$ cat config.mk
export PLATFORM = sky130hd
export DESIGN_NAME = dmi_arbiter
export DESIGN_NICKNAME = d
export VERILOG_FILES = /design/src/rtl/riscv_dm_pkg.sv /design/src/rtl/rr_arbiter.sv /design/src/rtl/dmi_arbiter.sv
export SDC_FILE = /design/constraint.sdc
export NUM_CORES = 1
export LEC_CHECK = 0
export CAP_MARGIN = 20
export CORE_UTILIZATION = 39
export DETAILED_ROUTE_END_ITERATION = 7
export PLACE_DENSITY = 0.95
export SETUP_SLACK_MARGIN = 0.5
export SLEW_MARGIN = 20
export SYNTH_ARGS = -nofsm -noshare
export SYNTH_HDL_FRONTEND = slang
export SYNTH_SLANG_ARGS = --single-unit
$ cat constraint.sdc
create_clock -name clk_i -period 4.37 [get_ports clk_i]
set_input_delay 0.874 -clock clk_i [delete_from_list [all_inputs] [get_ports clk_i]]
set_output_delay 0.874 -clock clk_i [all_outputs]
set_load 0.1 [all_outputs]
$ cat src/rtl/riscv_dm_pkg.sv
// riscv_dm_pkg: DMI field widths, op/response encodings and arbiter state type
package riscv_dm_pkg;
   localparam int DMI_ADDR_WIDTH = 7;
   localparam int DMI_DATA_WIDTH = 32;
   localparam int DMI_OP_WIDTH   = 2;
   localparam logic [DMI_OP_WIDTH-1:0] DMI_OP_NOP       = 2'd0;
   localparam logic [DMI_OP_WIDTH-1:0] DMI_OP_READ      = 2'd1;
   localparam logic [DMI_OP_WIDTH-1:0] DMI_OP_WRITE     = 2'd2;
   localparam logic [DMI_OP_WIDTH-1:0] DMI_RESP_SUCCESS = 2'd0;
   localparam logic [DMI_OP_WIDTH-1:0] DMI_RESP_FAILED  = 2'd2;
   localparam logic [DMI_OP_WIDTH-1:0] DMI_RESP_BUSY    = 2'd3;
   typedef enum logic [1:0] {IDLE, ISSUE, WAIT_RESP, RESP} dmi_arb_state_t;
endpackage

$ cat src/rtl/rr_arbiter.sv
// rr_arbiter: combinational round-robin pick, scanning upward from the pointer with wrap
module rr_arbiter #(
   parameter  int NUM_REQ    = 2,
   localparam int OWNER_BITS = $clog2(NUM_REQ)
) (
   input  logic [NUM_REQ-1:0]    i_req,
   input  logic [OWNER_BITS-1:0] i_ptr,
   output logic [NUM_REQ-1:0]    o_gnt,
   output logic [OWNER_BITS-1:0] o_idx,
   output logic                  o_valid
);
   function automatic logic [OWNER_BITS-1:0] wrap(input int v);
      return OWNER_BITS'(v % NUM_REQ);
   endfunction
   // scan from farthest to nearest so the requester closest to the pointer wins last
   always_comb begin
      o_gnt   = '0;
      o_idx   = '0;
      o_valid = 1'b0;
      for (int i = NUM_REQ - 1; i >= 0; i--) begin
         if (i_req[wrap(int'(i_ptr) + i)]) begin
            o_idx   = wrap(int'(i_ptr) + i);
            o_gnt   = NUM_REQ'(1) << wrap(int'(i_ptr) + i);
            o_valid = 1'b1;
         end
      end
   end
endmodule

$ cat src/rtl/dmi_arbiter.sv
// dmi_arbiter: round-robin sharing of one DMI port with response routing and timeout drain
module dmi_arbiter import riscv_dm_pkg::*; #(
   parameter  int NUM_REQ        = 2,
   parameter  int TIMEOUT_CYCLES = 1024,
   localparam int OWNER_BITS     = $clog2(NUM_REQ),
   localparam int CNT_BITS       = $clog2(TIMEOUT_CYCLES + 1)
) (
   input  logic                                     clk_i,
   input  logic                                     rst_i,
   input  logic [NUM_REQ-1:0]                       req_valid_i,
   output logic [NUM_REQ-1:0]                       req_ready_o,
   input  logic [NUM_REQ-1:0][DMI_ADDR_WIDTH-1:0]   req_addr_i,
   input  logic [NUM_REQ-1:0][DMI_DATA_WIDTH-1:0]   req_data_i,
   input  logic [NUM_REQ-1:0][DMI_OP_WIDTH-1:0]     req_op_i,
   output logic [NUM_REQ-1:0]                       resp_valid_o,
   input  logic [NUM_REQ-1:0]                       resp_ready_i,
   output logic [NUM_REQ-1:0][DMI_DATA_WIDTH-1:0]   resp_data_o,
   output logic [NUM_REQ-1:0][DMI_OP_WIDTH-1:0]     resp_op_o,
   output logic                                     dm_req_valid_o,
   input  logic                                     dm_req_ready_i,
   output logic [DMI_ADDR_WIDTH-1:0]                dm_req_addr_o,
   output logic [DMI_DATA_WIDTH-1:0]                dm_req_data_o,
   output logic [DMI_OP_WIDTH-1:0]                  dm_req_op_o,
   input  logic                                     dm_resp_valid_i,
   output logic                                     dm_resp_ready_o,
   input  logic [DMI_DATA_WIDTH-1:0]                dm_resp_data_i,
   input  logic [DMI_OP_WIDTH-1:0]                  dm_resp_op_i,
   output logic [OWNER_BITS-1:0]                    owner_o,
   output logic                                     busy_o,
   output logic                                     timeout_o
);
   localparam int CNT_W = (CNT_BITS > 0) ? CNT_BITS : 1;
   dmi_arb_state_t r_state, w_next;
   logic [OWNER_BITS-1:0]     r_owner, r_ptr, w_idx;
   logic [NUM_REQ-1:0]        w_gnt;
   logic                      w_any, w_grant, w_expire, r_drain, r_timeout;
   logic [CNT_W-1:0]          r_cnt;
   logic [DMI_ADDR_WIDTH-1:0] r_addr;
   logic [DMI_DATA_WIDTH-1:0] r_wdata, r_rdata;
   logic [DMI_OP_WIDTH-1:0]   r_op, r_rop;
   rr_arbiter #(.NUM_REQ(NUM_REQ)) u_rr (
      .i_req   (req_valid_i),
      .i_ptr   (r_ptr),
      .o_gnt   (w_gnt),
      .o_idx   (w_idx),
      .o_valid (w_any)
   );
   // state register
   always_ff @(posedge clk_i) begin
      if (rst_i) r_state <= IDLE;
      else       r_state <= w_next;
   end
   // next state, grant/expiry decisions and handshake outputs
   always_comb begin
      w_grant  = (r_state == IDLE) && !r_drain && w_any;
      w_expire = (TIMEOUT_CYCLES > 0) && (r_state == WAIT_RESP) && !dm_resp_valid_i &&
                 (r_cnt == CNT_W'(TIMEOUT_CYCLES - 1));
      case (r_state)
         IDLE:      w_next = w_grant ? ISSUE : IDLE;
         ISSUE:     w_next = dm_req_ready_i ? WAIT_RESP : ISSUE;
         WAIT_RESP: w_next = (dm_resp_valid_i || w_expire) ? RESP : WAIT_RESP;
         RESP:      w_next = resp_ready_i[r_owner] ? IDLE : RESP;
         default:   w_next = IDLE;
      endcase
      req_ready_o     = w_grant ? w_gnt : '0;
      dm_req_valid_o  = r_state == ISSUE;
      dm_resp_ready_o = (r_state == WAIT_RESP) || r_drain;
      resp_valid_o    = (r_state == RESP) ? NUM_REQ'(1) << r_owner : '0;
   end
   assign resp_data_o   = {NUM_REQ{r_rdata}};
   assign resp_op_o     = {NUM_REQ{r_rop}};
   assign dm_req_addr_o = r_addr;
   assign dm_req_data_o = r_wdata;
   assign dm_req_op_o   = r_op;
   assign owner_o       = r_owner;
   assign busy_o        = (r_state != IDLE) || r_drain;
   assign timeout_o     = r_timeout;
   // request capture, pointer, timeout counter, response capture and drain tracking
   always_ff @(posedge clk_i) begin
      if (rst_i) begin
         r_owner   <= '0;
         r_ptr     <= '0;
         r_drain   <= 1'b0;
         r_timeout <= 1'b0;
         r_cnt     <= '0;
         r_addr    <= '0;
         r_wdata   <= '0;
         r_op      <= '0;
         r_rdata   <= '0;
         r_rop     <= '0;
      end else begin
         r_timeout <= w_expire;
         if (w_expire) r_drain <= 1'b1;
         else if (r_drain && dm_resp_valid_i) r_drain <= 1'b0;
         if (w_grant) begin
            r_addr  <= req_addr_i[w_idx];
            r_wdata <= req_data_i[w_idx];
            r_op    <= req_op_i[w_idx];
            r_owner <= w_idx;
            r_ptr   <= (w_idx == OWNER_BITS'(NUM_REQ - 1)) ? '0 : w_idx + 1'b1;
         end
         if (r_state == ISSUE && dm_req_ready_i) r_cnt <= '0;
         else if (r_state == WAIT_RESP && TIMEOUT_CYCLES > 0) r_cnt <= r_cnt + 1'b1;
         if (r_state == WAIT_RESP && dm_resp_valid_i) begin
            r_rdata <= dm_resp_data_i;
            r_rop   <= dm_resp_op_i;
         end else if (w_expire) begin
            r_rdata <= '0;
            r_rop   <= DMI_RESP_FAILED;
         end
      end
   end
endmodule

* Word level (Yosys, flattened, before mapping) *
Cells that the tools add are included.

operators by class
  equal/unequal tests = 4
  shifts and indexed selects = 3
  add/subtract/negate cells = 3
  order comparisons = 4
  muxes and demuxes = 32
  reduce and logical (&&, ||, !) cells = 17

operators by type and width
  operator                 number
  $mux W32                 4
  $mux W2                  10
  $mux W1                  15
  $mux W7                  2
  $add A11 B1 Y11 const B  1
  $eq A11 B10 Y1 const B   1
  $lt A1 B2 Y1 const B     4
  $pmux W2 S4              1
  $logic_and A1 B1 Y1      7
  $reduce_bool A2 Y1       3
  $shl A1 B1 Y2 const A    3
  $eq A2 B2 Y1 const B     2
  $logic_or A1 B1 Y1       3
  $add A1 B1 Y1 const B    2
  $eq A2 B1 Y1 const B     1
  $logic_not A1 Y1         2
  $logic_not A2 Y1         1
  $reduce_or A2 Y1         1

storage, ports and cells
  input bits = 124
  output and inout port bits = 118
  register bits = 92
  word-level logic and storage cells = 74

* Longest topological paths before layout *
  word-level depth = 8
  mapped depth = 7
  mapped depth without buffers = 5

* Hierarchy *
Synthesis repeated with hierarchy kept, for this count alone.

second synthesis, totals
  cell total of the unflattened synthesis = 391
  area total of the unflattened synthesis = 3915.0 sq um

modules (own cells, without submodules)
  module       area each (sq um)  sequential area each (sq um)  times used  cells each
  dmi_arbiter  3882.5             1841.8                        1           386
  rr_arbiter   32.5               0.0                           1           5

* Worst setup path before layout *
OpenSTA, ideal clock, no wires.

  path type = flip-flop to output port
  start point = reg r_owner (netlist: owner_o)
  end point = out resp_valid_o[0]
  path buffers = 0
  setup slack = 1413 ps
  data arrival time = 2083 ps
  cell stages (with the launch flop) = 2
  data required time = 3496 ps
  path through = dfxtp_1 nor2_1

between the ends
  word-level cells in the longest chain between the ends = 2

ends and longest elaborated chain
  what                      RTL line           source
  start: declaration        dmi_arbiter.sv:34  logic [OWNER_BITS-1:0] r_owner, r_ptr, w_idx;
  start signal: assignment  dmi_arbiter.sv:99  r_owner <= w_idx;
  $shl A1 B1 Y2             dmi_arbiter.sv:68  resp_valid_o = (r_state == RESP) ? NUM_REQ'(1) << r_owner : '0;
  $mux W2                   dmi_arbiter.sv:68
  end: declaration          dmi_arbiter.sv:15  output logic [NUM_REQ-1:0] resp_valid_o,

Every way passes these cells.

* Worst setup path after layout *
  start point = reg r_state[1]
  end point = out dm_resp_ready_o

between the ends
  word-level cells in the longest chain between the ends = 2

ends and longest elaborated chain
  what                      RTL line           source
  start: declaration        dmi_arbiter.sv:33  dmi_arb_state_t r_state, w_next;
  start signal: assignment  dmi_arbiter.sv:51  else r_state <= w_next;
  $eq A2 B2 Y1              dmi_arbiter.sv:67  dm_resp_ready_o = (r_state == WAIT_RESP) || r_drain;
  $logic_or A1 B1 Y1        dmi_arbiter.sv:67
  end: declaration          dmi_arbiter.sv:25  output logic dm_resp_ready_o,

Every way passes these cells.

==> results.py <==
metrics = {
    "sta": {
        "relSlewSlack_pct": 30.7,
        "finClkSkew_ns": 0.00858,
        "hold_ws_ns": 0.507,
        "fin_tns_setup_ns": 0,
        "finalHoldViolations": 0,
        "setup_viol": 0,
        "max_clock_freq_mhz": 282,
        "slew_viol_final": 0,
        "tightest_slew_ns": 1.04,
        "fin_crit_sh_pct": 81.1,
        "rsz0062_at_grt": "no",
        "period_minus_slack_ns": 3.55,
    },
    "power_and_ir_drop": {
        "p_per_area_nw_per_um2": 451,
        "power_uw": 2730,
        "max-vdd-ir-drop_mv": 0.281,
        "leakage_uw": 0.00227,
    },
    "cells_and_area": {
        "final_layout_size_suffix_gt1_share_pct": 5.84,
        "area_growth_pct": 67.3,
        "antennaDiodeCount": 0,
        "fin_nets": 668,
        "instances_no_fill": 656,
    },
    "yosys": {
        "netlist_area_um2": 3620,
        "synth_top_family_by_area": "compound AO/OA/AOI/OAI gates",
        "synthAdderAreaFrac_pct": 0.346,
        "synthMuxAreaShare_pct": 0.588,
        "syn_inst": 349,
        "ys_seq_elements": 92,
        "synth-seq-area-share_pct": 50.9,
        "synth_compound_area_share_pct": 21.2,
        "synth_area_per_cell_um2": 10.4,
        "ys.warnings.count": 0,
        "synth_cell_types": 39,
        "syn_nets": 474,
        "synth-xor-area-share_pct": 2.18,
        "yosys.area_share.simple_pct": 13.0,
    },
    "global_routing": {
        "grt_max_degree": 52,
        "track_usage_pct": 23.2,
        "grt-ovfl-total": 0,
        "antenna_found_initial": 0,
        "grt_pass1_vias": 3540,
        "grt_pass1_wl_um": 17700,
    },
    "worst_setup_path": {
        "end_kind": "output port",
        "arrival_ns": 2.67,
        "required_ns": 3.50,
        "path_max_fanout": 9,
        "crit_type": "register to output port",
        "critPathSlowestCell": "clkdlybuf4s50_1",
        "critPathBufInv": 1,
        "cp-start-kind": "register",
        "crit_chain": "nor2b_1, or2_1, clkdlybuf4s50_1",
        "critPathMaxStageDelay_ns": 1.15,
        "crit_family": "buffers and inverters",
    },
    "floorplanning": {
        "start_util_pct": 40.9,
        "core_um2": 8850,
        "die_h_um": 98.3,
        "io_pins": 242,
        "die_w_um": 98.3,
        "dieArea_um2": 9660,
        "rows": 34,
    },
    "placed_design": {
        "finalWeightedCongestion": 0.799,
        "port_buffers": 241,
        "numPlacedInstances": 638,
        "dp_hpwl_um": 8620,
    },
    "drt": {
        "wire_per_inst_um": 17.7,
        "drt_iter0_drc": 283,
        "drc": 25,
        "drt_wl_total_um": 11600,
        "dr_total_vias": 3562,
        "vias_per_cell": 5.43,
        "ant_nets": 0,
        "dr.pass1.iters": 8,
    },
    "clock_tree": {
        "cts_buffers": 9,
        "postCtsHoldBufs": 0,
        "clock_path_buffers": 2,
        "post_cts_resized": 0,
        "cts_tree": "yes",
        "postCtsSetupRepairBufs": 0,
        "clk_latency_ns": 0.34,
        "clk_pin_slew_worst_paths_ns": 0.09,
        "cts.sinks": 92,
        "clockRootBuffer": "clkbuf_8",
        "htree_levels": 3,
    },
    "flow_run": {
        "drv_cap": 0,
    },
    "status": {
        "violations": "design-rule violations",
        "status": "finished, violations left",
    },
    "min_path": {
        "hold_path.class": "register to register",
    },
}
[area by class of cell]
cell class / count / area, µm²
Multi-Input combinational cell: 190 / 1360
Fill cell: 645 / 2800
Inverter: 4 / 15.0
Sequential cell: 92 / 1840
Clock buffer: 12 / 155
Tap cell: 108 / 135
Clock inverter: 4 / 47.5
Timing Repair Buffer: 246 / 2490
[cells in the mapped netlist]
cell type	instances	share of area, %
xnor2_1	6	1.5
nor4_1	1	0.17
a22oi_1	1	0.21
inv_1	4	0.42
clkbuf_1	11	1.1
a21oi_1	5	0.69
o21ai_1	1	0.14
nor2b_1	3	0.52
and3_1	3	0.52
nand2b_1	2	0.35
nor4_4	1	0.59
nand2_1	5	0.52
a22o_1	33	8.0
buf_2	14	1.9
buf_6	4	1.2
dfxtp_1	92	51
a21o_1	1	0.21
ha_1	1	0.35
or3b_4	1	0.31
nor3_1	6	0.83
and2_4	1	0.24
xor2_1	3	0.73
or2_1	1	0.17
nand3_1	1	0.14
o31a_1	1	0.24
mux2_1	1	0.31
nand3b_4	1	0.55
a222oi_1	41	11
o211ai_1	1	0.21
nor3_4	1	0.45
nand3_2	1	0.28
o21ai_0	1	0.14
nand4b_1	1	0.24
buf_4	34	7.1
mux2i_1	1	0.28
or3_1	1	0.17
nand4_1	3	0.52
nor2_1	59	6.1
nor3_2	1	0.28
[power by group]
part / internal [µW] / switching [µW]
sequential: 909 / 49.6
clock: 295 / 288
combinational: 352 / 835
[metal layers]
metal | vias up | track usage [%] | wire [µm]
li1 | 1652 | - | -
met5 | - | 0 | 0
met2 | 198 | 44.5 | 6240
met1 | 1688 | 23.8 | 4150
met4 | 0 | 9.76 | 296
met3 | 24 | 5.58 | 951
[path summary, 6_finish.rpt]
kind                                   from                              to  slack (ns)  depth (start not counted)
min reg2reg  dm_req_data_o[14]$_SDFFE_PP0P_  dm_req_data_o[14]$_SDFFE_PP0P_        0.51                          2
max                   r_state[1]$_SDFF_PP0_                 dm_resp_ready_o        0.82                          3
min          dm_req_data_o[14]$_SDFFE_PP0P_  dm_req_data_o[14]$_SDFFE_PP0P_        0.51                          2
max reg2reg           r_cnt[0]$_SDFFE_PP0N_        r_rdata[10]$_SDFFE_PP0P_        2.37                          6
[stage by stage]
stage	util [%]	setup WS, ns	area, µm²
floorplan	-	1.41	3620
global placement	65.6	1.26	5800
detailed placement	65.6	1.19	5800
CTS	67.9	0.788	6010
global route	68.4	0.677	6050
finish	68.4	0.824	6050
[flip-flops by register name, summed over array words and instances (netlist names)]
register and count:
dm_req_addr_o 7, r_drain 1, r_ptr 1, timeout_o 1, r_state 2, r_cnt 11
dm_req_op_o 2, owner_o 1, r_rop 2, r_rdata 32, dm_req_data_o 32
[logic make-up (layout without fill, tap and decap cells)]
| family | count (synthesis) | in the layout |
|---|---|---|
| AOI/OAI and AO/OA | 85 | 85 |
| xor gates and xnor gates | 9 | 9 |
| DFF | 92 | 92 |
| adders and majority gates | 1 | 1 |
| muxes | 2 | 2 |
| and+or+nand+nor | 93 | 93 |
| buffers and inverters | 67 | 266 |
[cells in the final DEF, fill, tap and decap left out, drive strengths merged]
cell type and n:
clkdlybuf4s50 238, dfxtp 92, nor2 59, a222oi 41, a22o 33, clkbuf 12
nor3 8, buf 8, xnor2 6, nand2 5, a21oi 5, inv 4
nor2b 3, and3 3, nand4 3, xor2 3, nand2b 2, clkinv 2
nand3 2, nor4 2, o21ai 2, or2 1, and2 1, nand3b 1
or3b 1, mux2 1, o211ai 1, o31a 1, a21o 1, nand4b 1
or3 1, mux2i 1, a22oi 1, ha 1, clkinvlp 1, bufinv 1
[tightest hold or removal path: stages (launching register included)]
cell and delay, ns:
dfxtp_1 0.34, a222oi_1 0.06, nor2_1 0.08
Note: power is estimated with default switching activity, not from simulation.
